--- config.mk ---
export PLATFORM = sky130hd
export DESIGN_NAME = seq_detect_prog_flat
export DESIGN_NICKNAME = d
export VERILOG_FILES = /design/src/rtl/seq_detect_prog_if.sv /design/src/rtl/seq_detect_prog.sv /design/src/flat_wrapper.sv
export SDC_FILE = /design/constraint.sdc
export NUM_CORES = 1
export LEC_CHECK = 0
export BUFFER_PORTS_ARGS = -buffer_cell sky130_fd_sc_hd__buf_2
export CAP_MARGIN = 20
export CORE_ASPECT_RATIO = 2
export CORE_MARGIN = 2
export CORE_UTILIZATION = 55
export DETAILED_ROUTE_END_ITERATION = 12
export MAX_ROUTING_LAYER = met4
export PLACE_DENSITY = 0.78
export SYNTH_ARGS = -nofsm -noshare
export SYNTH_HDL_FRONTEND = slang
export SYNTH_SLANG_ARGS = --single-unit
--- constraint.sdc ---
create_clock -name clk -period 5.2 [get_ports clk]
set_input_delay 0.26 -clock clk [delete_from_list [all_inputs] [get_ports clk]]
set_output_delay 0.26 -clock clk [all_outputs]
set_load 0.05 [all_outputs]
--- src/rtl/seq_detect_prog_if.sv ---
// Signal bundle for the programmable serial sequence detector: config, serial input,
// and result outputs.
interface seq_detect_prog_if #(
    parameter int MAX_LEN = 8,
    parameter int CNT_W   = 16
);
    localparam int LEN_W = $clog2(MAX_LEN + 1);

    logic               enable;
    logic               in_valid;
    logic               in_bit;
    logic               cfg_load;
    logic [MAX_LEN-1:0] cfg_pattern;
    logic [LEN_W-1:0]   cfg_len;
    logic               cfg_overlap;
    logic               count_clr;
    logic               detect;
    logic [CNT_W-1:0]   match_count;
    logic               cfg_err;

    modport master (
        output enable, in_valid, in_bit, cfg_load, cfg_pattern, cfg_len, cfg_overlap, count_clr,
        input  detect, match_count, cfg_err
    );

    modport slave (
        input  enable, in_valid, in_bit, cfg_load, cfg_pattern, cfg_len, cfg_overlap, count_clr,
        output detect, match_count, cfg_err
    );
endinterface

--- src/rtl/seq_detect_prog.sv ---
// Programmable serial pattern detector with overlap/non-overlap modes and a
// saturating match counter.
//   state | meaning
//   IDLE  | enable low, history and fill frozen
//   FILL  | fewer than len bits collected since the last clear
//   ARMED | at least len bits collected, every sampled bit can complete a match
module seq_detect_prog #(
    parameter int MAX_LEN = 8,
    parameter int CNT_W   = 16
) (
    input logic             clk,
    input logic             reset,
    seq_detect_prog_if.slave bus
);
    localparam int LEN_W = $clog2(MAX_LEN + 1);

    typedef enum logic [1:0] {IDLE, FILL, ARMED} state_t;

    state_t             state, state_n;
    logic [MAX_LEN-1:0] pattern, pattern_n, hist, hist_n, hist_shift, mask;
    logic [LEN_W-1:0]   len, len_n, fill, fill_n, fill_inc;
    logic               overlap, overlap_n;
    logic               detect, detect_n, cfg_err, cfg_err_n;
    logic [CNT_W-1:0]   count, count_n;
    logic               sample, cfg_ok, match;

    always_ff @(posedge clk or posedge reset) begin
        if (reset) begin
            state   <= IDLE;
            pattern <= MAX_LEN'(4'b1101);
            len     <= LEN_W'(4);
            overlap <= 1'b0;
            hist    <= '0;
            fill    <= '0;
            detect  <= 1'b0;
            cfg_err <= 1'b0;
            count   <= '0;
        end else begin
            state   <= state_n;
            pattern <= pattern_n;
            len     <= len_n;
            overlap <= overlap_n;
            hist    <= hist_n;
            fill    <= fill_n;
            detect  <= detect_n;
            cfg_err <= cfg_err_n;
            count   <= count_n;
        end
    end

    always_comb begin
        state_n    = state;
        pattern_n  = pattern;
        len_n      = len;
        overlap_n  = overlap;
        hist_n     = hist;
        fill_n     = fill;
        cfg_err_n  = cfg_err;
        count_n    = count;

        sample     = bus.enable & bus.in_valid & ~bus.cfg_load;
        cfg_ok     = (bus.cfg_len != '0) && (bus.cfg_len <= LEN_W'(MAX_LEN));
        // shifting by len == MAX_LEN leaves zero, so the mask becomes all ones
        mask       = ~({MAX_LEN{1'b1}} << len);
        hist_shift = {hist[MAX_LEN-2:0], bus.in_bit};
        fill_inc   = (fill < len) ? fill + 1'b1 : fill;
        match      = sample && (fill_inc >= len) && ((hist_shift & mask) == (pattern & mask));
        detect_n   = match;

        if (bus.cfg_load) begin
            if (cfg_ok) begin
                pattern_n = bus.cfg_pattern;
                len_n     = bus.cfg_len;
                overlap_n = bus.cfg_overlap;
                hist_n    = '0;
                fill_n    = '0;
                cfg_err_n = 1'b0;
            end else begin
                cfg_err_n = 1'b1;
            end
        end else if (sample) begin
            hist_n = hist_shift;
            fill_n = (match && !overlap) ? '0 : fill_inc;
        end

        if (bus.count_clr)
            count_n = match ? CNT_W'(1) : '0;
        else if (match && (count != '1))
            count_n = count + 1'b1;

        if (!bus.enable)
            state_n = IDLE;
        else if (fill_n >= len_n)
            state_n = ARMED;
        else
            state_n = FILL;
    end

    assign bus.detect      = detect;
    assign bus.match_count = count;
    assign bus.cfg_err     = cfg_err;
endmodule

--- src/flat_wrapper.sv ---
// flat-port wrapper written by rule: the top's interface ports become plain ports
module seq_detect_prog_flat 
#(
    parameter int MAX_LEN = 8,
    parameter int CNT_W   = 16
)
  (clk, reset, bus_enable, bus_in_valid, bus_in_bit, bus_cfg_load, bus_cfg_pattern, bus_cfg_len, bus_cfg_overlap, bus_count_clr, bus_detect, bus_match_count, bus_cfg_err);
  seq_detect_prog_if #(.MAX_LEN(MAX_LEN), .CNT_W(CNT_W)) bus_i ();
  input logic clk;
  input logic reset;
  input wire logic [$bits(bus_i.enable)-1:0] bus_enable;
  input wire logic [$bits(bus_i.in_valid)-1:0] bus_in_valid;
  input wire logic [$bits(bus_i.in_bit)-1:0] bus_in_bit;
  input wire logic [$bits(bus_i.cfg_load)-1:0] bus_cfg_load;
  input wire logic [$bits(bus_i.cfg_pattern)-1:0] bus_cfg_pattern;
  input wire logic [$bits(bus_i.cfg_len)-1:0] bus_cfg_len;
  input wire logic [$bits(bus_i.cfg_overlap)-1:0] bus_cfg_overlap;
  input wire logic [$bits(bus_i.count_clr)-1:0] bus_count_clr;
  output wire logic [$bits(bus_i.detect)-1:0] bus_detect;
  output wire logic [$bits(bus_i.match_count)-1:0] bus_match_count;
  output wire logic [$bits(bus_i.cfg_err)-1:0] bus_cfg_err;
  assign bus_i.enable = bus_enable;
  assign bus_i.in_valid = bus_in_valid;
  assign bus_i.in_bit = bus_in_bit;
  assign bus_i.cfg_load = bus_cfg_load;
  assign bus_i.cfg_pattern = bus_cfg_pattern;
  assign bus_i.cfg_len = bus_cfg_len;
  assign bus_i.cfg_overlap = bus_cfg_overlap;
  assign bus_i.count_clr = bus_count_clr;
  assign bus_detect = bus_i.detect;
  assign bus_match_count = bus_i.match_count;
  assign bus_cfg_err = bus_i.cfg_err;
  seq_detect_prog #(.MAX_LEN(MAX_LEN), .CNT_W(CNT_W)) u_core (.clk(clk), .reset(reset), .bus(bus_i));
endmodule
==> reports/results.tsv, run 1 <==
metric	value	unit
yosys.area_share.simple	0.188	
final_cells	323	
clockPowerShare	0.259	
hold_buffers	0	
rows	33	
arrival	3910	ps
ant_nets	0	
p_seq_frac	0.499	
synth_edf_count	0	
synth_seq_cells	42	
initial_core_util	0.575	
die_h	96.5	um
area_growth	12.1	%
skew	7.08	ps
portBuffers	37	
die_w	50.2	um
rsz0062_at_grt	false	
drtPass1Iterations	4	
p_leak	1.15	nW
synth_top_cells_by_count	38 x dfrtp_1, 21 x nand2_1, 18 x a21oi_1	
syn_avg_cell_area	9.92	um2
post_cts_resized	0	
hold_path.class	primary input to asynchronous set/reset pin	
critPathRequiredTime	5420	ps
crit_path_end_kind	flop	
ys_seq_area_frac	0.449	
placed_area	2560	um2
vdd_ir_drop_max	236	uV
clock.fmax	271	MHz
setup_tns	0	ps
worstMarginPinSlew	808	ps
path_clk_slew	80	ps
worst_slew_margin_rel	0.461	
io_pins	38	
clock_latency	290	ps
grt_pass1_wl	8260	um
dp_cells	315	
finalMaxSlewViolations	0	
layout_min_cycle_time	3690	ps
r2r-start	u_core.len[1]	
fin_ws	1510	ps
synth_compound_area_frac	0.149	
antenna_found_initial	0	
status	finished, final reports clean	
coreArea	4090	um2
cts_root_buf	clkbuf_8	
place_hpwl	3780	um
grt_pass1_vias	1903	
powerDensity	292	nW/um2
nFillCells	339	
wl_per_cell	15.4	um
overflow	0	
synth_flop_cell	dfrtp_1	
route.detailed.drc	0	
synth_fa_ha_area_frac	0.0479	
syn_nets	266	
place_ws	1540	ps
grtUsageTotal	0.232	
synth_area_leader_cell	dfrtp_1	
fin_util	0.645	
synth.most_common_cell	dfrtp_1	
cts_buffer_depth	2	
postCtsSetupRepairBufs	0	
syn_inst	237	
period_share	0.710	
synth.mux.area_fraction	0.0862	
synth.cell_area	2350	um2
dieArea	4850	um2
comb_power_share	0.242	
p_switching	0.240	mW
totalWireLength	4990	um
yosysWarnings	0	
worstSetupStartpoint	u_core.len[1]	
cap_violations	0	
path_class	flop to flop	
ff_latch_area	1060	um2
via_per_inst	6.04	
hold_viol	0	
diodes	0	
yosysUniqueCellTypes	40	
async_flop_share	1.00	
ys_top_cells_by_area	dfrtp_1 40%, mux2_2 8.1%, ha_1 4.8%	
htree_levels	2	
multi_input_area	1210	um2
cts.sinks	42	
finalSetupViolations	0	
sw_frac_of_total	0.313	
finalWeightedCongestion	0.960	
power.internal	0.529	mW
synth_top_family_by_area	simple AND/OR/NAND/NOR gates	
cts_buffers	5	
synth_xor_area_frac	0.0447	
synth_top_cell_area_share	0.404	
final_area	2640	um2
cts_tree	done	
start_kind	flop	
final_nets	299	
drt-initial-drc-count	63	
grt_start_max_net_pins	43	
drive_gt1_frac	0.244	
dr_total_vias	1950	
crit_path_max_fanout	14	
registers in the layout, indices dropped and copies added (netlist names):
signal	count
u_core.overlap	1
u_core.bus.detect	1
u_core.fill	4
u_core.bus.cfg_err	1
u_core.bus.match_count	16
u_core.pattern	8
u_core.hist	7
u_core.len	4
cells in the final DEF (no fill, tap or decap), types with 2 or more instances in the layout:
| master | netlist | routed |
|---|---|---|
| a21boi_0 | 2 | 2 |
| a21oi_1 | 18 | 18 |
| a32o_1 | 3 | 3 |
| buf_2 | 3 | 37 |
| buf_4 | 0 | 2 |
| clkbuf_1 | 9 | 3 |
| clkbuf_8 | 0 | 5 |
| dfrtp_1 | 38 | 38 |
| dfstp_2 | 4 | 4 |
| ha_1 | 9 | 9 |
| inv_1 | 6 | 6 |
| mux2_2 | 17 | 17 |
| nand2_1 | 21 | 21 |
| nand2b_1 | 2 | 2 |
| nand3_1 | 9 | 9 |
| nand4_1 | 6 | 6 |
| nor2_1 | 13 | 13 |
| nor2b_1 | 5 | 5 |
| nor3_1 | 7 | 7 |
| nor4_1 | 2 | 2 |
| o211ai_1 | 2 | 2 |
| o21ai_0 | 11 | 11 |
| o31ai_1 | 10 | 10 |
| or4_1 | 12 | 12 |
| xnor2_1 | 10 | 10 |
| xor2_1 | 2 | 2 |
area by class of cell:
| cell class | instances | area share |
|---|---|---|
| inverters | 6 | 0.00854 |
| well taps | 52 | 0.0247 |
| flip-flops and latches | 42 | 0.401 |
| clock buffers | 8 | 0.0304 |
| repair buffers | 39 | 0.0759 |
| multi-input cells | 176 | 0.460 |
power groups by stage:
stage          combinational [mW]  clock (mW)  sequential, mW
6_report                    0.186       0.199           0.383
5_1_grt                     0.208       0.224           0.387
4_1_cts                     0.187       0.206           0.383
3_5_place_dp                0.187           0           0.389
3_3_place_gp                0.182           0           0.388
2_1_floorplan               0.140           0           0.385
layer usage:
layer	up-vias	track usage	part of all wire	wire length, um
li1	937	-	-	-
met1	938	0.224	0.36	1810
met2	57	0.416	0.56	2800
met3	18	0.0338	0.031	157
met4	0	0.162	0.044	221
met5	-	-	0	0
worst max-delay path: stages, from the launching register on:
cell	delay, ps
dfrtp_1	490
inv_1	110
ha_1	280
a2111o_1	400
nand2_1	110
mux2_2	360
ha_1	280
o211ai_1	80
o21ai_0	250
o211ai_1	340
buf_4	290
or4_1	460
a21oi_1	160
logic make-up (layout without fill, tap and decap cells):
| group | after synthesis | in the layout |
|---|---|---|
| AOI/OAI and AO/OA | 54 | 54 |
| xor gates and xnor gates | 12 | 12 |
| adders and majority gates | 9 | 9 |
| buffers and inverters | 19 | 53 |
| DFF | 42 | 42 |
| muxes | 18 | 18 |
| and+or+nand+nor | 83 | 83 |
worst paths after layout:
path / endpoint / slack, ps / cells after the start
setup / recovery: u_core.bus.match_count[11] / 1510 / 12
hold / removal: u_core.len[0] / 80 / 3
setup reg to reg: u_core.bus.match_count[11] / 1510 / 12
hold reg to reg: u_core.bus.cfg_err / 500 / 1
max in group asynchronous: u_core.pattern[3] / 4740 / 3
min in group clk: u_core.pattern[5] / 200 / 2
per-stage QoR:
step                      power [mW]  hold slack [ps]
final                          0.769             79.3
after global routing           0.819              133
after detailed placement       0.576              420
after floorplan                0.525              377
after CTS                      0.776             99.8
after global placement         0.570              415
(Power assumes the default switching activity.)
==> run 2: changes to the inputs <==
--- a/config.mk
+++ b/config.mk
@@ -9,10 +9,10 @@
 export CAP_MARGIN = 20
 export CORE_ASPECT_RATIO = 2
 export CORE_MARGIN = 2
-export CORE_UTILIZATION = 55
+export CORE_UTILIZATION = 51
 export DETAILED_ROUTE_END_ITERATION = 12
 export MAX_ROUTING_LAYER = met4
-export PLACE_DENSITY = 0.78
+export PLACE_DENSITY = 0.76
 export SYNTH_ARGS = -nofsm -noshare
 export SYNTH_HDL_FRONTEND = slang
 export SYNTH_SLANG_ARGS = --single-unit
==> constraint.sdc (replaced) <==
create_clock -name clk -period 3.35 [get_ports clk]
set_input_delay 0.1675 -clock clk [delete_from_list [all_inputs] [get_ports clk]]
set_output_delay 0.1675 -clock clk [all_outputs]
set_load 0.05 [all_outputs]
==> run 2 against run 1 <==
The run now ends with negative hold slack left. Total power increased by 87%. Design area increased by 10%. Flip-flop and latch count unchanged. Critical path depth unchanged. Core utilization decreased by 0.055 points. Worst setup slack got worse by 1400 ps. Critical path type unchanged. Largest cell class unchanged.
==> reports/results.tsv, run 2 (same netlist as run 1, synthesis figures left out) <==
metric	value	unit
die_w	52.0	um
largest_reg_flops	16	
total_power	1.44	mW
overflow	0	
met3_usage	0.0283	
start_kind	flop	
dr_total_vias	2019	
layout_min_cycle_time	3200	ps
cp_top_family	compound AO/OA/AOI/OAI gates	
hold_viol	1	
cap_violations	0	
grt_use_met1	0.267	
ant_nets	0	
finalMaxSlewViolations	0	
coreArea	4510	um2
wl_per_cell	15.4	um
fin_util	0.644	
final_cells	341	
via_per_inst	5.92	
clock.fmax	312	MHz
cts_tree	done	
drt-initial-drc-count	38	
antenna_found_initial	0	
totalWireLength	5260	um
worstMarginPinSlew	792	ps
cp_slowest_cell	or4_4	
path_clk_slew	80	ps
crit_path_end_kind	flop	
grt_pass1_vias	1972	
die_h	100	um
layout_common_cells	38 x dfrtp_1, 37 x buf_2, 20 x nand2_1, 16 x mux2_2, 15 x buf_4	
hold_path.class	primary input to asynchronous set/reset pin	
use_met2	0.368	
route.detailed.drc	0	
clock_latency	300	ps
dieArea	5200	um2
drive_gt1_frac	0.367	
cts_buffer_depth	2	
gr-max-usage-layer	met2	
htree_levels	2	
grt_start_max_net_pins	23	
cts_buffers	5	
arrival	3440	ps
crit_path_max_fanout	6	
rows	35	
cp_cell_sequence	ha_4 -> a2111o_1 -> nand2_2 -> mux2_4 -> ha_4 -> o211ai_1 -> o21ai_1 -> o211ai_1 -> buf_4 -> buf_6 -> or4_4 -> a21oi_2	
area_growth	23.6	%
status	complete, but fails checks	
nFillCells	369	
final_nets	314	
worst-path-buf-inv	2	
cpPeakStageDelay	470	ps
critPathRequiredTime	3590	ps
initial_core_util	0.521	
powerDensity	495	nW/um2
worst_slew_margin_rel	0.472	
hold_buffers	0	
io_pins	38	
period_share	0.956	
grtUsageTotal	0.225	
finalWeightedCongestion	0.827	
violations	negative hold slack	
cts_root_buf	clkbuf_8	
diodes	0	
p_leak	1.26	nW
whs	-0.354	ps
skew	12.8	ps
dp_cells	327	
place_hpwl	3700	um
portBuffers	37	
vdd_ir_drop_max	357	uV
grt_pass1_wl	8720	um
cts.sinks	42	
finalSetupViolations	0	
path_class	flop to flop	
drtPass1Iterations	4	
layout_commonest_cell	dfrtp_1	
[run 2: worst paths after layout]
path / endpoint / start / slack [ps] / cells after the start
min reg2reg: u_core.bus.cfg_err / u_core.bus.cfg_err / 490 / 1
min: u_core.overlap / reset / -0.4 / 2
max: u_core.bus.match_count[9] / u_core.fill[1] / 150 / 12
max reg2reg: u_core.bus.match_count[9] / u_core.fill[1] / 150 / 12
min in group clk: u_core.hist[0] / bus_in_bit / 100 / 3
max in group asynchronous: u_core.pattern[0] / reset / 2490 / 3
[run 2: metal layers]
| layer | share of wire | routed length (um) | vias to the layer above |
|---|---|---|---|
| met5 | 0 | 0 | - |
| met4 | 0.027 | 144 | 0 |
| met3 | 0.036 | 190 | 13 |
| met2 | 0.52 | 2720 | 48 |
| met1 | 0.42 | 2210 | 987 |
| li1 | - | - | 971 |
[run 2: worst reg2reg max path, cell delays in order (launching register included)]
cell and delay, ps:
dfrtp_1 460, ha_4 240, a2111o_1 450, nand2_2 120, mux2_4 320, ha_4 260
o211ai_1 80, o21ai_1 180, o211ai_1 140, buf_4 180, buf_6 130, or4_4 470
a21oi_2 120
[run 2: final cells by class]
class                   instances  area [um2]  share of cell area
inverters                       6        22.5             0.00775
flip-flops and latches         42        1060               0.363
well taps                      55        68.8              0.0237
clock buffers                   7        86.3              0.0297
clock inverters                 1        30.0              0.0103
multi-input cells             176        1310               0.452
repair buffers                 54         329               0.113
[run 2: timing repair]
| action | 4_1_cts | 5_1_grt |
|---|---|---|
| resized for setup | 0 | 29 |
| setup buffers | 0 | 6 |
| endpoints found under the setup margin | 0 | 16 |
[run 2: report_power, final]
group          switching [mW]  internal [mW]
Combinational           0.219          0.220
Sequential             0.0335          0.551
Clock                   0.171          0.243
[run 2: stage by stage]
stage | instance area (um2) | TNS [ps] | setup slack [ps]
CTS | 2740 | 0 | 46.3
detailed placement | 2630 | 0 | 56.6
floorplan | 2350 | 0 | 73.9
finish | 2910 | 0 | 148
global route | 2910 | -9.06 | -5.87
global placement | 2630 | 0 | 124
==> run 3: changes to the inputs <==
==> constraint.sdc (replaced) <==
create_clock -name clk -period 3.35 [get_ports clk]
set_input_delay 0.67 -clock clk [delete_from_list [all_inputs] [get_ports clk]]
set_output_delay 0.67 -clock clk [all_outputs]
set_load 0.05 [all_outputs]
==> run 3 against run 2 <==
The flow now finishes without violations. Wire length grew 1.0%. Core utilization shrank 1.1 points. Count of clock-buffer cells in the layout shrank 1. Critical path type unchanged. Largest cell class unchanged.
==> reports/results.tsv, run 3 (same netlist as run 1, synthesis figures left out) <==
metric	value	unit
status	finished, final reports clean	
totalWireLength	5320	um
coreArea	4510	um2
cpPeakStageDelay	580	ps
hold_buffers	0	
via_per_inst	5.94	
sw_frac_of_total	0.320	
power.internal	0.905	mW
cp_cell_sequence	inv_2 -> ha_4 -> a2111o_1 -> nand2_2 -> mux2_4 -> ha_4 -> o211ai_1 -> o21ai_1 -> o211ai_1 -> or4_1 -> mux2_4	
dp_cells	330	
layout_common_cells	38 x buf_2, 38 x dfrtp_1, 20 x nand2_1, 18 x buf_4, 16 x mux2_2	
ant_nets	0	
r2r-start	u_core.len[1]	
clockPowerShare	0.258	
vdd_ir_drop_max	402	uV
dr_total_vias	2036	
clock_latency	300	ps
cts_buffer_depth	2	
p_seq_frac	0.436	
path_class	flop to flop	
arrival	3530	ps
final_nets	316	
drtPass1Iterations	4	
cap_violations	0	
finalSetupViolations	0	
finalWeightedCongestion	0.861	
cts_tree	done	
skew	15.1	ps
p_leak	1.25	nW
die_h	100	um
largest_reg_flops	16	
hold_viol	0	
r2r_setup_slack	20	ps
cts_buffers	5	
cts_root_buf	clkbuf_8	
overflow	0	
antenna_found_initial	0	
critPathRequiredTime	3550	ps
final_cells	343	
cts.sinks	42	
rsz0062_at_grt	true	
drt-initial-drc-count	52	
grtUsageTotal	0.225	
period_share	0.995	
rows	35	
grt_pass1_wl	8710	um
start_kind	flop	
worst_slew_margin_rel	0.499	
total_power	1.33	mW
io_pins	38	
area_growth	21.4	%
path_clk_slew	90	ps
initial_core_util	0.521	
crit_path_max_fanout	4	
hold_path.class	primary input to asynchronous set/reset pin	
diodes	0	
htree_levels	2	
route.detailed.drc	0	
powerDensity	466	nW/um2
portBuffers	37	
setup_tns	0	ps
crit_path_end_kind	flop	
finalMaxSlewViolations	0	
dieArea	5200	um2
place_hpwl	3730	um
die_w	52.0	um
layout_min_cycle_time	3330	ps
worst_r2r_path_depth	11	
whs	364	ps
clock.fmax	300	MHz
grt_pass1_vias	1896	
comb_power_share	0.306	
worstMarginPinSlew	750	ps
p_switching	0.427	mW
grt_start_max_net_pins	23	
drive_gt1_frac	0.351	
r2r_end	u_core.bus.match_count[5]	
cp_slowest_cell	or4_1	
wl_per_cell	15.5	um
-- run 3: cell count changes in the layout (fill, tap and decap cells not counted), sizes merged --
cell	delta
buf	+2
bufinv	-1
clkbuf	-1
clkinv	+1
clkinvlp	+1
-- run 3: layout make-up --
type | instances | area [um2]
tap | 55 | 68.8
multi-input combinational | 176 | 1290
sequential | 42 | 1060
clock inverter | 2 | 12.5
clock buffer | 6 | 82.6
inverter | 6 | 22.5
fill | 391 | 1660
timing repair buffer | 56 | 325
-- run 3: worst max-delay path: cells and delay by family, from the launching register on --
kind            cells  cell delay, ps
compound gates      4             940
fa+ha+maj           2             460
buf+inv             1              90
flops               1             400
mux                 2             640
simple gates        2             700
-- run 3: power by group through the flow --
| stage | clock [mW] | sequential (mW) | combinational [mW] |
|---|---|---|---|
| after floorplan | 0 | 0.598 | 0.218 |
| after global placement | 0 | 0.587 | 0.334 |
| after detailed placement | 0 | 0.589 | 0.350 |
| after CTS | 0.350 | 0.579 | 0.354 |
| after global routing | 0.369 | 0.585 | 0.448 |
| final | 0.344 | 0.580 | 0.408 |
-- run 3: repair_timing --
| item | 4_1_cts | 5_1_grt |
|---|---|---|
| setup buffers | 0 | 4 |
| pin swaps | 0 | 10 |
| setup endpoints to repair | 4 | 12 |
| cloned | 0 | 1 |
| gates resized for setup | 1 | 19 |
-- run 3: how the worst max path moves through the flow --
| stage | slack, ps | depth (start not counted) | startpoint | to |
|---|---|---|---|---|
| CTS | 50 | 11 | u_core.fill[1] | u_core.bus.match_count[8] |
| global route | -100 | 11 | u_core.len[1] | u_core.bus.match_count[5] |
| floorplan | 70 | 12 | u_core.len[1] | u_core.bus.match_count[5] |
| finish | 20 | 11 | u_core.len[1] | u_core.bus.match_count[5] |
| detailed placement | 5 | 11 | u_core.fill[1] | u_core.bus.match_count[8] |
| global placement | 130 | 10 | u_core.fill[1] | u_core.bus.match_count[5] |
-- run 3: metal layers --
metal | GRT usage | vias to the layer above | part of all wire
li1 | - | 980 | -
met1 | 0.273 | 990 | 0.42
met2 | 0.364 | 55 | 0.53
met3 | 0.0357 | 11 | 0.034
met4 | 0.0951 | 0 | 0.023
met5 | - | - | 0
-- run 3: through the flow --
| stage | utilization | instance area (um2) | setup slack (ps) |
|---|---|---|---|
| after floorplan | - | 2350 | 73.9 |
| after CTS | 0.609 | 2750 | 47.2 |
| after global placement | 0.588 | 2650 | 128 |
| final | 0.633 | 2860 | 16.1 |
| after detailed placement | 0.588 | 2650 | 4.53 |
| after global routing | 0.633 | 2860 | -97.7 |
